==> src/rtl/apb_alu_pkg.sv <==
`default_nettype none
// ============================================================================
// Module      : apb_alu_pkg
// Description : Shared definitions for the APB ALU requester.
//               - Register offsets of the APB ALU device
//               - Opcode encodings
//               - Sequencer FSM state encoding
//               - Job step type, plus a helper that maps a step to its
//                 register offset
// Revision    : 1.0 - initial release
// ============================================================================
package apb_alu_pkg;

    // Register map of the APB ALU device (offsets from its base address)
    localparam logic [31:0] c_REG_OPA    = 32'h0000_0000;
    localparam logic [31:0] c_REG_OPB    = 32'h0000_0004;
    localparam logic [31:0] c_REG_RESULT = 32'h0000_0008;
    localparam logic [31:0] c_REG_CTRL   = 32'h0000_000C;

    // Opcodes written to CTRL
    localparam logic [1:0] c_OP_NOP = 2'd0;
    localparam logic [1:0] c_OP_AND = 2'd1;
    localparam logic [1:0] c_OP_OR  = 2'd2;
    localparam logic [1:0] c_OP_XOR = 2'd3;

    // FSM state encoding (the transfer engine uses the first three)
    typedef enum logic [1:0] {
        ST_IDLE   = 2'd0,
        ST_SETUP  = 2'd1,
        ST_ACCESS = 2'd2,
        ST_RESP   = 2'd3
    } state_e;

    // Job step: one APB transfer per step
    typedef logic [1:0] step_t;

    localparam step_t c_STEP_OPA  = 2'd0;
    localparam step_t c_STEP_OPB  = 2'd1;
    localparam step_t c_STEP_CTRL = 2'd2;
    localparam step_t c_STEP_RES  = 2'd3;

    // Register offset targeted by a given step
    function automatic logic [31:0] step_offset(input step_t i_step);
        logic [31:0] w_ofs;
        case (i_step)
            c_STEP_OPA:  w_ofs = c_REG_OPA;
            c_STEP_OPB:  w_ofs = c_REG_OPB;
            c_STEP_CTRL: w_ofs = c_REG_CTRL;
            default:     w_ofs = c_REG_RESULT;
        endcase
        return w_ofs;
    endfunction

endpackage : apb_alu_pkg
`default_nettype wire

==> src/rtl/apb_xfer_engine.sv <==
`default_nettype none
// ============================================================================
// Module      : apb_xfer_engine
// Description : Performs a single APB transfer (SETUP then ACCESS) with
//               PREADY wait states and an ACCESS-phase timeout.
//
//               Ports
//                 PCLK, PRESETn     - clock, async active-low reset
//                 i_start           - load a transfer (legal in idle, or in
//                                     the completing ACCESS cycle for
//                                     back-to-back chaining)
//                 i_addr, i_write,
//                 i_wdata           - transfer attributes for the load
//                 o_done            - ACCESS cycle with PREADY high
//                 o_err             - ACCESS timed out this cycle
//                 o_rdata           - read data (valid with o_done)
//                 PSEL..PWDATA      - registered APB master outputs
//                 PRDATA, PREADY    - APB slave responses
// Revision    : 1.0 - initial release
// ============================================================================
module apb_xfer_engine
    import apb_alu_pkg::*;
#(
    parameter int          DATA_W    = 32,
    parameter logic [31:0] BASE_ADDR = 32'h0,
    parameter int          TIMEOUT   = 16
) (
    input  logic              PCLK,
    input  logic              PRESETn,
    input  logic              i_start,
    input  logic [31:0]       i_addr,
    input  logic              i_write,
    input  logic [DATA_W-1:0] i_wdata,
    output logic              o_done,
    output logic              o_err,
    output logic [DATA_W-1:0] o_rdata,
    output logic              PSEL,
    output logic              PENABLE,
    output logic              PWRITE,
    output logic [31:0]       PADDR,
    output logic [DATA_W-1:0] PWDATA,
    input  logic [DATA_W-1:0] PRDATA,
    input  logic              PREADY
);

    // Counter runs 0..TIMEOUT-1; the ACCESS cycle that sees TIMEOUT-1 with
    // PREADY still low is the TIMEOUT-th wait cycle and aborts.
    localparam int CNT_W = (TIMEOUT < 2) ? 1 : $clog2(TIMEOUT);
    localparam logic [CNT_W-1:0] c_WAIT_LIMIT = CNT_W'(TIMEOUT - 1);
    localparam logic [CNT_W-1:0] c_ONE        = CNT_W'(1);

    state_e           r_phase;
    logic [CNT_W-1:0] r_wait;

    logic w_in_access;
    logic w_load;

    assign w_in_access = (r_phase == ST_ACCESS);
    assign o_done      = w_in_access && PREADY;
    assign o_err       = w_in_access && !PREADY && (r_wait == c_WAIT_LIMIT);
    assign o_rdata     = PRDATA;

    // A start in the completing ACCESS cycle goes straight to the next
    // SETUP, giving back-to-back transfers with no idle cycle.
    assign w_load = i_start && ((r_phase == ST_IDLE) || o_done);

    always_ff @(posedge PCLK or negedge PRESETn) begin
        if (!PRESETn) begin
            r_phase <= ST_IDLE;
            r_wait  <= '0;
            PSEL    <= 1'b0;
            PENABLE <= 1'b0;
            PWRITE  <= 1'b0;
            PADDR   <= 32'h0;
            PWDATA  <= '0;
        end else if (w_load) begin
            r_phase <= ST_SETUP;
            PSEL    <= 1'b1;
            PENABLE <= 1'b0;
            PADDR   <= i_addr;
            PWRITE  <= i_write;
            if (i_write) begin
                PWDATA <= i_wdata;
            end
        end else begin
            case (r_phase)
                ST_SETUP: begin
                    r_phase <= ST_ACCESS;
                    PENABLE <= 1'b1;
                    r_wait  <= '0;
                end
                ST_ACCESS: begin
                    if (o_done || o_err) begin
                        r_phase <= ST_IDLE;
                        PSEL    <= 1'b0;
                        PENABLE <= 1'b0;
                        PWRITE  <= 1'b0;
                        PADDR   <= BASE_ADDR;
                    end else begin
                        r_wait <= r_wait + c_ONE;
                    end
                end
                default: begin
                    r_phase <= ST_IDLE;
                end
            endcase
        end
    end

endmodule : apb_xfer_engine
`default_nettype wire

==> src/rtl/apb_alu_requester.sv <==
`default_nettype none
// ============================================================================
// Module      : apb_alu_requester
// Description : APB initiator running one ALU job per request:
//               write OPA, write OPB, write CTRL, read RESULT.
//
//               Ports
//                 PCLK, PRESETn              - clock, async active-low reset
//                 req_valid/req_ready        - job request handshake
//                 req_op_a, req_op_b, req_op - job operands and opcode
//                 rsp_valid/rsp_ready        - response handshake
//                 rsp_data, rsp_err          - result / timeout flag
//                 PSEL..PWDATA, PRDATA,
//                 PREADY                     - APB master interface
// Revision    : 1.0 - initial release
// ============================================================================
module apb_alu_requester
    import apb_alu_pkg::*;
#(
    parameter logic [31:0] BASE_ADDR = 32'h0,
    parameter int          DATA_W    = 32,
    parameter int          TIMEOUT   = 16
) (
    input  logic              PCLK,
    input  logic              PRESETn,
    input  logic              req_valid,
    output logic              req_ready,
    input  logic [DATA_W-1:0] req_op_a,
    input  logic [DATA_W-1:0] req_op_b,
    input  logic [1:0]        req_op,
    output logic              rsp_valid,
    input  logic              rsp_ready,
    output logic [DATA_W-1:0] rsp_data,
    output logic              rsp_err,
    output logic              PSEL,
    output logic              PENABLE,
    output logic              PWRITE,
    output logic [31:0]       PADDR,
    output logic [DATA_W-1:0] PWDATA,
    input  logic [DATA_W-1:0] PRDATA,
    input  logic              PREADY
);

    state_e            r_state;
    step_t             r_step;
    logic [DATA_W-1:0] r_op_b;
    logic [1:0]        r_op;

    logic              w_accept;
    logic              w_advance;
    logic              w_start;
    step_t             w_next_step;
    logic [31:0]       w_addr;
    logic              w_write;
    logic [DATA_W-1:0] w_wdata;
    logic              w_done;
    logic              w_err;
    logic [DATA_W-1:0] w_rdata;

    assign w_accept  = req_valid && req_ready;
    assign w_advance = (r_state == ST_ACCESS) && w_done && (r_step != c_STEP_RES);
    assign w_start   = w_accept || w_advance;

    assign w_next_step = (r_state == ST_IDLE) ? c_STEP_OPA : (r_step + 2'd1);
    assign w_addr      = BASE_ADDR + step_offset(w_next_step);
    assign w_write     = (w_next_step != c_STEP_RES);

    // Operand A is issued on the acceptance edge itself, so it is taken
    // straight from the request port; the engine's PWDATA register holds it.
    always_comb begin
        w_wdata = '0;
        case (w_next_step)
            c_STEP_OPA:  w_wdata = req_op_a;
            c_STEP_OPB:  w_wdata = r_op_b;
            c_STEP_CTRL: w_wdata = {{(DATA_W-2){1'b0}}, r_op};
            default:     w_wdata = '0;
        endcase
    end

    apb_xfer_engine #(
        .DATA_W    (DATA_W),
        .BASE_ADDR (BASE_ADDR),
        .TIMEOUT   (TIMEOUT)
    ) u_xfer (
        .PCLK    (PCLK),
        .PRESETn (PRESETn),
        .i_start (w_start),
        .i_addr  (w_addr),
        .i_write (w_write),
        .i_wdata (w_wdata),
        .o_done  (w_done),
        .o_err   (w_err),
        .o_rdata (w_rdata),
        .PSEL    (PSEL),
        .PENABLE (PENABLE),
        .PWRITE  (PWRITE),
        .PADDR   (PADDR),
        .PWDATA  (PWDATA),
        .PRDATA  (PRDATA),
        .PREADY  (PREADY)
    );

    // Job sequencer; SETUP/ACCESS run in lockstep with the transfer engine.
    always_ff @(posedge PCLK or negedge PRESETn) begin
        if (!PRESETn) begin
            r_state   <= ST_IDLE;
            r_step    <= c_STEP_OPA;
            r_op_b    <= '0;
            r_op      <= 2'd0;
            req_ready <= 1'b1;
            rsp_valid <= 1'b0;
            rsp_data  <= '0;
            rsp_err   <= 1'b0;
        end else begin
            case (r_state)
                ST_IDLE: begin
                    if (w_accept) begin
                        r_op_b    <= req_op_b;
                        r_op      <= req_op;
                        r_step    <= c_STEP_OPA;
                        req_ready <= 1'b0;
                        r_state   <= ST_SETUP;
                    end
                end
                ST_SETUP: begin
                    r_state <= ST_ACCESS;
                end
                ST_ACCESS: begin
                    if (w_done) begin
                        if (r_step == c_STEP_RES) begin
                            rsp_data  <= w_rdata;
                            rsp_err   <= 1'b0;
                            rsp_valid <= 1'b1;
                            r_state   <= ST_RESP;
                        end else begin
                            r_step  <= w_next_step;
                            r_state <= ST_SETUP;
                        end
                    end else if (w_err) begin
                        // Remaining steps are abandoned on timeout
                        rsp_data  <= '0;
                        rsp_err   <= 1'b1;
                        rsp_valid <= 1'b1;
                        r_state   <= ST_RESP;
                    end
                end
                ST_RESP: begin
                    if (rsp_ready) begin
                        rsp_valid <= 1'b0;
                        req_ready <= 1'b1;
                        r_state   <= ST_IDLE;
                    end
                end
                default: begin
                    r_state <= ST_IDLE;
                end
            endcase
        end
    end

endmodule : apb_alu_requester
`default_nettype wire
==> config.mk <==
export PLATFORM = sky130hd
export DESIGN_NAME = apb_alu_requester
export DESIGN_NICKNAME = d
export VERILOG_FILES = /design/src/rtl/apb_alu_pkg.sv /design/src/rtl/apb_xfer_engine.sv /design/src/rtl/apb_alu_requester.sv
export SDC_FILE = /design/constraint.sdc
export NUM_CORES = 1
export LEC_CHECK = 0
export BUFFER_PORTS_ARGS = -buffer_cell sky130_fd_sc_hd__buf_2
export CORE_UTILIZATION = 44
export DETAILED_ROUTE_END_ITERATION = 10
export PLACE_DENSITY = 0.77
export RECOVER_POWER = 100
export SLEW_MARGIN = 20
export SYNTH_ARGS = -nofsm -noshare
export SYNTH_HDL_FRONTEND = slang
export SYNTH_SLANG_ARGS = --single-unit
==> constraint.sdc <==
create_clock -name PCLK -period 2.05 [get_ports PCLK]
set_input_delay 0.41 -clock PCLK [delete_from_list [all_inputs] [get_ports PCLK]]
set_output_delay 0.41 -clock PCLK [all_outputs]
set_load 0.02 [all_outputs]
==> results of run 1 <==
cells in the mapped netlist, types with 2 or more instances:
master      n
inv_1       9
a22oi_1    15
buf_2       4
dfrtp_1   115
buf_6       2
nand4_1     2
nand3_1     7
clkbuf_1   20
ha_1        9
a21o_1      2
o21ai_0     7
nor2_1     10
mux2_1     12
buf_4      32
a222oi_1    2
nand2_1   113
and3_1      2
a21oi_1    48
mux2_2      4
nor2b_1     2
o211ai_1    3
a22o_1     47
area by class of cell:
cell class | instances | area (sq um) | share of cell area
Multi-Input combinational cell | 326 | 1940 | 0.291
Timing Repair Buffer | 193 | 1010 | 0.151
Sequential cell | 116 | 2910 | 0.436
Clock buffer | 21 | 440 | 0.0661
Clock inverter | 11 | 159 | 0.0239
Tap cell | 140 | 175 | 0.0263
Inverter | 10 | 38.8 | 0.00582
tightest hold or removal path: stages:
cell	delay, ps
buf_2	70
nand2_1	40
nand2_1	40
sequential cells by signal, indices dropped and copies added, names as in the netlist:
signal          cells
r_op_b             32
u_xfer.PWRITE       1
r_state             2
u_xfer.r_wait       4
u_xfer.PSEL         1
req_ready           1
r_step              2
rsp_err             1
rsp_data           32
r_op                2
u_xfer.PWDATA      32
u_xfer.r_phase      2
rsp_valid           1
u_xfer.PADDR        2
u_xfer.PENABLE      1
metrics by stage:
| stage | instance area (sq um) | hold slack (ps) |
|---|---|---|
| global placement | 6130 | 399 |
| finish | 6660 | 193 |
| CTS | 6750 | 181 |
| floorplan | 5210 | 114 |
| detailed placement | 6130 | 405 |
| global route | 6660 | 185 |
worst max path at each step:
stage,start,to,slack (ps),depth (start not counted)
floorplan,r_state[0],u_xfer.PWDATA[20],6,10
global placement,r_step[0],u_xfer.PWDATA[21],60,7
detailed placement,r_step[0],u_xfer.PWDATA[30],-10,7
CTS,r_step[0],u_xfer.PWDATA[25],50,7
global route,r_state[1],u_xfer.PWDATA[19],7,8
finish,r_step[0],u_xfer.PWDATA[30],100,7
cells by family (layout without fill, tap and decap cells):
group                    after synthesis  count (layout)  synth area share
AO/OA/AOI/OAI                        128             128             0.179
adder cells (fa/ha/maj)                9               9            0.0221
buffers and inverters                 68             235            0.0775
flip-flops                           116             116             0.569
multiplexers                          17              17            0.0373
other                                  1              30          0.000735
AND/OR/NAND/NOR                      142             142             0.115
report_power, final:
| group | internal, uW | switching [uW] | leakage [uW] |
|---|---|---|---|
| registers | 2750 | 324 | 0.00155 |
| clock network | 2020 | 975 | 0.000298 |
| logic | 873 | 1420 | 0.00158 |
routing by layer:
layer  part of all wire  routed length (microns)  up-vias
li1                   -                        -     1984
met1               0.43                     5380     1942
met2               0.48                     5940      203
met3              0.082                     1020       11
met4             0.0095                      118        0
met5                  0                        0        -
timing repair:
action,CTS,global route
setup endpoints to repair,7,22
pin swaps,0,1
cloned,0,0
gates resized for setup,1,5
hold buffers,1,0
endpoints found under the hold margin,32,0
==> results.md, run 1 <==
- Max Clock Skew: 9.68 ps
- Most common cell after layout, fill and taps aside: dfrtp_1
- Min-Delay Endpoint: r_op_b[15]
- Final worst slack: 98.5 ps
- I/O pins: 205
- Synth Flop Type: dfrtp_1
- Post-synthesis cell area: 5100 sq um
- Slowest cell on crit path: dfrtp_1
- Crit-path max cell delay: 420 ps
- Non-Filler Instances: 817
- Filler Cell Count: 955
- Post-route DRC: 0
- Leak pwr: 0.00343 uW
- Final setup vio count: 0
- P&R area growth vs syn: 30.6%
- Fraction of layout cells with a size suffix above 1: 0.239
- # diodes: 0
- Reg-to-Reg Start: r_step[0]
- Tmin final: 1950 ps
- GR Layer Usage met1: 0.262
- Violation count after the first detailed-routing iteration: 254
- Crit path max fanout: 32
- GR Overflow Total: 0
- Critical path arrival: 2230 ps
- Max Fclk: 512 MHz
- Hpwl dp: 8.59 mm
- Core Util, Final: 0.601
- Cell taking the most area after synthesis: dfrtp_1
- GR peak layer: met2
- Final Hold Viols: 0
- Sink Count: 116
- Vias per inst: 5.07
- Hold path startpoint: req_op_b[15]
- Initial antenna violation count: 0
- Clock Path Buffers: 2
- Initial core utilization: 0.460
- Worst R2R End: u_xfer.PWDATA[30]
- Worst-margin pin slew: 974 ps
- R2r worst-path depth: 7
- Synth cell types: 36
- Post-CTS Setup Bufs: 0
- Die ar.: 12000 sq um
- ANT nets after route: 0
- Drt wl/cell: 15.2 microns
- Place WS: -9.61 ps
- Kind of end point of the critical path: flop
- Average cell area after synthesis: 10.6 sq um
- Die height: 110 microns
- Crit start category: flop
- VDD IR max: 0.000694 V
- Post-Syn Instances: 481
- Tot Pwr: 8360 uW
- Hold/Removal Path Class: in -> reg
- Max Cap Viol: 0
- CP required: 2330 ps
- Final period util: 0.952
- Setup TNS: 0 ps
- CTS buffer count: 17
- Post-synth top area share: 0.564
- WP buf/inv: 2
- Critical path, cell by cell: ha_4 > nor2b_4 > inv_1 > ha_1 > buf_12 > a22o_1 > mux2_1
- CP Class: reg -> reg
- Synth async-reset ratio: 1.00
- Buffers on Ports: 174
- EDFF count, synth: 0
- Gp weighted congestion: 0.781
- Nets: 776
- Routed wire length: 12.4 mm
- Largest net degree at the start of global routing: 47
- Max-slew violations: 0
- Top delay family on crit path: adder cells
- Met3 Usage GRT: 0.0640
- H-tree levels: 4
- DR vias: 4140
- Power per cell area: 1260 nW/um^2
- Root Buffer: clkbuf_16
- Synthesized flop and latch total: 116
- Area contributors post-synth: dfrtp_1, nand2_1, a22o_1, a21oi_1, buf_4
- WHS Path Cells: 3
- Status: finished clean
- Total track usage: 0.212
- Later-pin clock latency in the skew report: 400 ps
- Placed cell count: 784
- Width of the die: 110 microns
- Core ar.: 11100 sq um
- Syn. warnings: 0
- Rel. slew slack: 0.350
- FP Rows: 38
- Most frequent cells in the layout: dfrtp_1, nand2_1, buf_2, clkbuf_1, a21oi_1
- GR Util met2: 0.348
- Post-synthesis sequential area ratio: 0.569
- Global-route wire length before repair: 19.3 mm
- CTS tree: yes
- Worst R2R Setup Slack: 100 ps
- RSZ-0062 raised after global routing: no
- Worst-path clk slew: 50 ps
- Vias in the first global route: 4109
- TritonRoute pass-1 iters: 4
No activity file was read; power rests on OpenSTA's default activity.
==> inputs of run 2 (changes only) <==
CORE_UTILIZATION = 47   (was 44)
PLACE_DENSITY = 0.78   (was 0.77)
clock period = 1.9 ns   (was 2.05 ns; I/O delays follow)
==> results.md, run 2 (synthesized netlist as in run 1, its figures left out) <==
- Status: complete, but fails checks
- Violated checks: negative setup slack
- Core Util, Final: 0.666 (+0.0647)
- Final setup vio count: 1 (+1)
- Filler Cell Count: 813 (-15%)
- CTS tree: yes
- Hold/Removal Path Class: in -> reg
- Crit start category: flop
- DR vias: 4302 (+3.9%)
- Total track usage: 0.239 (+0.0263)
- Fraction of layout cells with a size suffix above 1: 0.282 (+0.0423)
- Place WS: -53.7 ps (-44.0 ps)
- Routed wire length: 13.0 mm (+4.4%)
- Width of the die: 106 microns (-3.2%)
- CP dominant cell by count: ha_4
- Later-pin clock latency in the skew report: 520 ps (+120 ps)
- Violation count after the first detailed-routing iteration: 331 (+30%)
- Post-route DRC: 0 (unchanged)
- Max-slew violations: 0 (unchanged)
- Nets: 788 (+1.5%)
- Most frequent cells in the layout: dfrtp_1, nand2_1, buf_2, clkbuf_1, a22o_1
- Hold path startpoint: req_op_b[29]
- Leak pwr: 0.00352 uW (+2.8%)
- I/O pins: 205 (unchanged)
- Largest registers: r_op_b x32, rsp_data x32, u_xfer.PWDATA x32
- Max Cap Viol: 0 (unchanged)
- Rel. slew slack: 0.467 (+0.116)
- CTS buffer count: 17 (unchanged)
- H-tree levels: 4 (unchanged)
- Top Metal Used: met4
- Met2 wire length: 6.21 mm (+4.6%)
- Sink Count: 116 (unchanged)
- Non-Filler Cell Area, Final: 6940 sq um (+4.2%)
- Kind of end point of the critical path: flop
- Global-route wire length before repair: 20.6 mm (+7.0%)
- Final worst slack: -9.63 ps (-108 ps)
- Core ar.: 10400 sq um (-6.0%)
- Max Fclk: 524 MHz (+2.2%)
- Initial core utilization: 0.490 (+0.0293)
- Drt wl/cell: 15.8 microns (+3.4%)
- Die height: 106 microns (-3.2%)
- CP startpoint: r_step[1]
- Power per cell area: 1440 nW/um^2 (+15%)
- Worst R2R Setup Slack: -10 ps (-110 ps)
- Crit path to: u_xfer.PWDATA[24]
- Largest net degree at the start of global routing: 37 (-21%)
- Initial antenna violation count: 0 (unchanged)
- Root Buffer: clkbuf_8
- ANT nets after route: 0 (unchanged)
- Final Hold Viols: 0 (unchanged)
- Gp weighted congestion: 0.810 (+3.8%)
- Hpwl dp: 8.63 mm (+0.46%)
- R2r worst-path depth: 7 (unchanged)
- Tmin final: 1910 ps (-41.9 ps)
- Buffers on Ports: 174 (unchanged)
- TritonRoute pass-1 iters: 5 (+1)
- # diodes: 0 (unchanged)
- Vias per inst: 5.21 (+2.9%)
- Routed wl met3: 1.01 mm (-0.69%)
- Worst R2R End: u_xfer.PWDATA[24]
- Crit-path max cell delay: 420 ps (about the same)
- Post-Place Cell Area: 6190 sq um (+0.98%)
- Max Clock Skew: 7.47 ps (-2.20 ps)
- Critical path, cell by cell: ha_4 > nor2b_4 > inv_2 > ha_4 > buf_4 > a22o_1 > mux2_1
- Routed metal-1 wire length: 5.51 mm (+2.4%)
- Reg-to-Reg Start: r_step[1]
- WP buf/inv: 2 (unchanged)
- Worst-path clk slew: 60 ps (about the same)
- VDD IR max: 0.000830 V (+20%)
- Crit path max fanout: 5 (-84%)
- GR Overflow Total: 0 (unchanged)
- CP required: 2300 ps (-30 ps)
- RSZ-0062 raised after global routing: yes
- Die ar.: 11300 sq um (-6.3%)
- WP depth: 7 (unchanged)
- Multi-input gate area: 2030 sq um (+5.0%)
- Worst-margin pin slew: 800 ps (-174 ps)
- P&R area growth vs syn: 36.0%
- Clock Path Buffers: 2 (unchanged)
- Register area: 2910 sq um (unchanged)
- Critical path arrival: 2310 ps (+80 ps)
- FP Rows: 37 (-2.6%)
- Vias in the first global route: 4270 (+3.9%)
- CP Class: reg -> reg
- Top delay family on crit path: adder cells
- Final period util: 1.01 (+0.0531)
- Most common cell after layout, fill and taps aside: dfrtp_1
- Slowest cell on crit path: dfrtp_1
## run 2: cell types whose count changed in the layout (fill, tap and decap cells not counted), moves of 4 or more
cell and change:
buf_4 +7, bufinv_16 +4, clkinv_2 -6, mux2_1 -5
mux2_4 +5
## run 2: worst min-delay path: cells and delay by family
kind,cells,cell delay (ps)
buf+inv,1,70
simple gates,2,80
## run 2: routing by layer
metal | GRT usage | vias up
met5 | 0 | -
met4 | 0.0913 | 0
met3 | 0.0779 | 32
met2 | 0.385 | 222
met1 | 0.299 | 2039
li1 | - | 2009
## run 2: timing repair
item | 4_1_cts | 5_1_grt
pin swaps | 0 | 5
hold endpoints to repair | 27 | 0
setup buffers | 0 | 6
hold buffers | 1 | 0
gates resized for setup | 7 | 14
endpoints found under the setup margin | 32 | 56
cloned | 0 | 1
## run 2: layout make-up
cell class / count / share of cell area
inverter: 10 / 0.00649
sequential: 116 / 0.419
timing repair buffer: 205 / 0.155
clock inverter: 13 / 0.0400
tap: 136 / 0.0245
clock buffer: 19 / 0.0622
multi-input combinational: 326 / 0.293
## run 2: worst min-delay path by stage
| stage | end | slack, ps | depth (start not counted) |
|---|---|---|---|
| 6_report | r_op_b[29] | 50 | 3 |
| 5_1_grt | r_op_b[23] | 40 | 3 |
| 4_1_cts | r_op_b[29] | 30 | 3 |
| 3_5_place_dp | u_xfer.PSEL | 360 | 1 |
| 3_3_place_gp | u_xfer.r_wait[3] | 360 | 1 |
| 2_1_floorplan | r_op[0] | 80 | 0 |
## run 2: where the power goes
group          internal [uW]  leakage (uW)  switching, uW
Clock                   2700      0.000338           1130
Sequential              2970       0.00155            362
Combinational           1120       0.00163           1700
## run 2: per-stage QoR
step           std cells  power (uW)  hold slack (ps)  setup TNS [ps]
2_1_floorplan        510        5010             84.4               0
3_3_place_gp         785        5820              356               0
3_5_place_dp         785        5920              359            -663
4_1_cts              818        9900             29.1           -20.5
5_1_grt              825       10400             43.7            -825
6_report             825        9970             47.5           -9.63
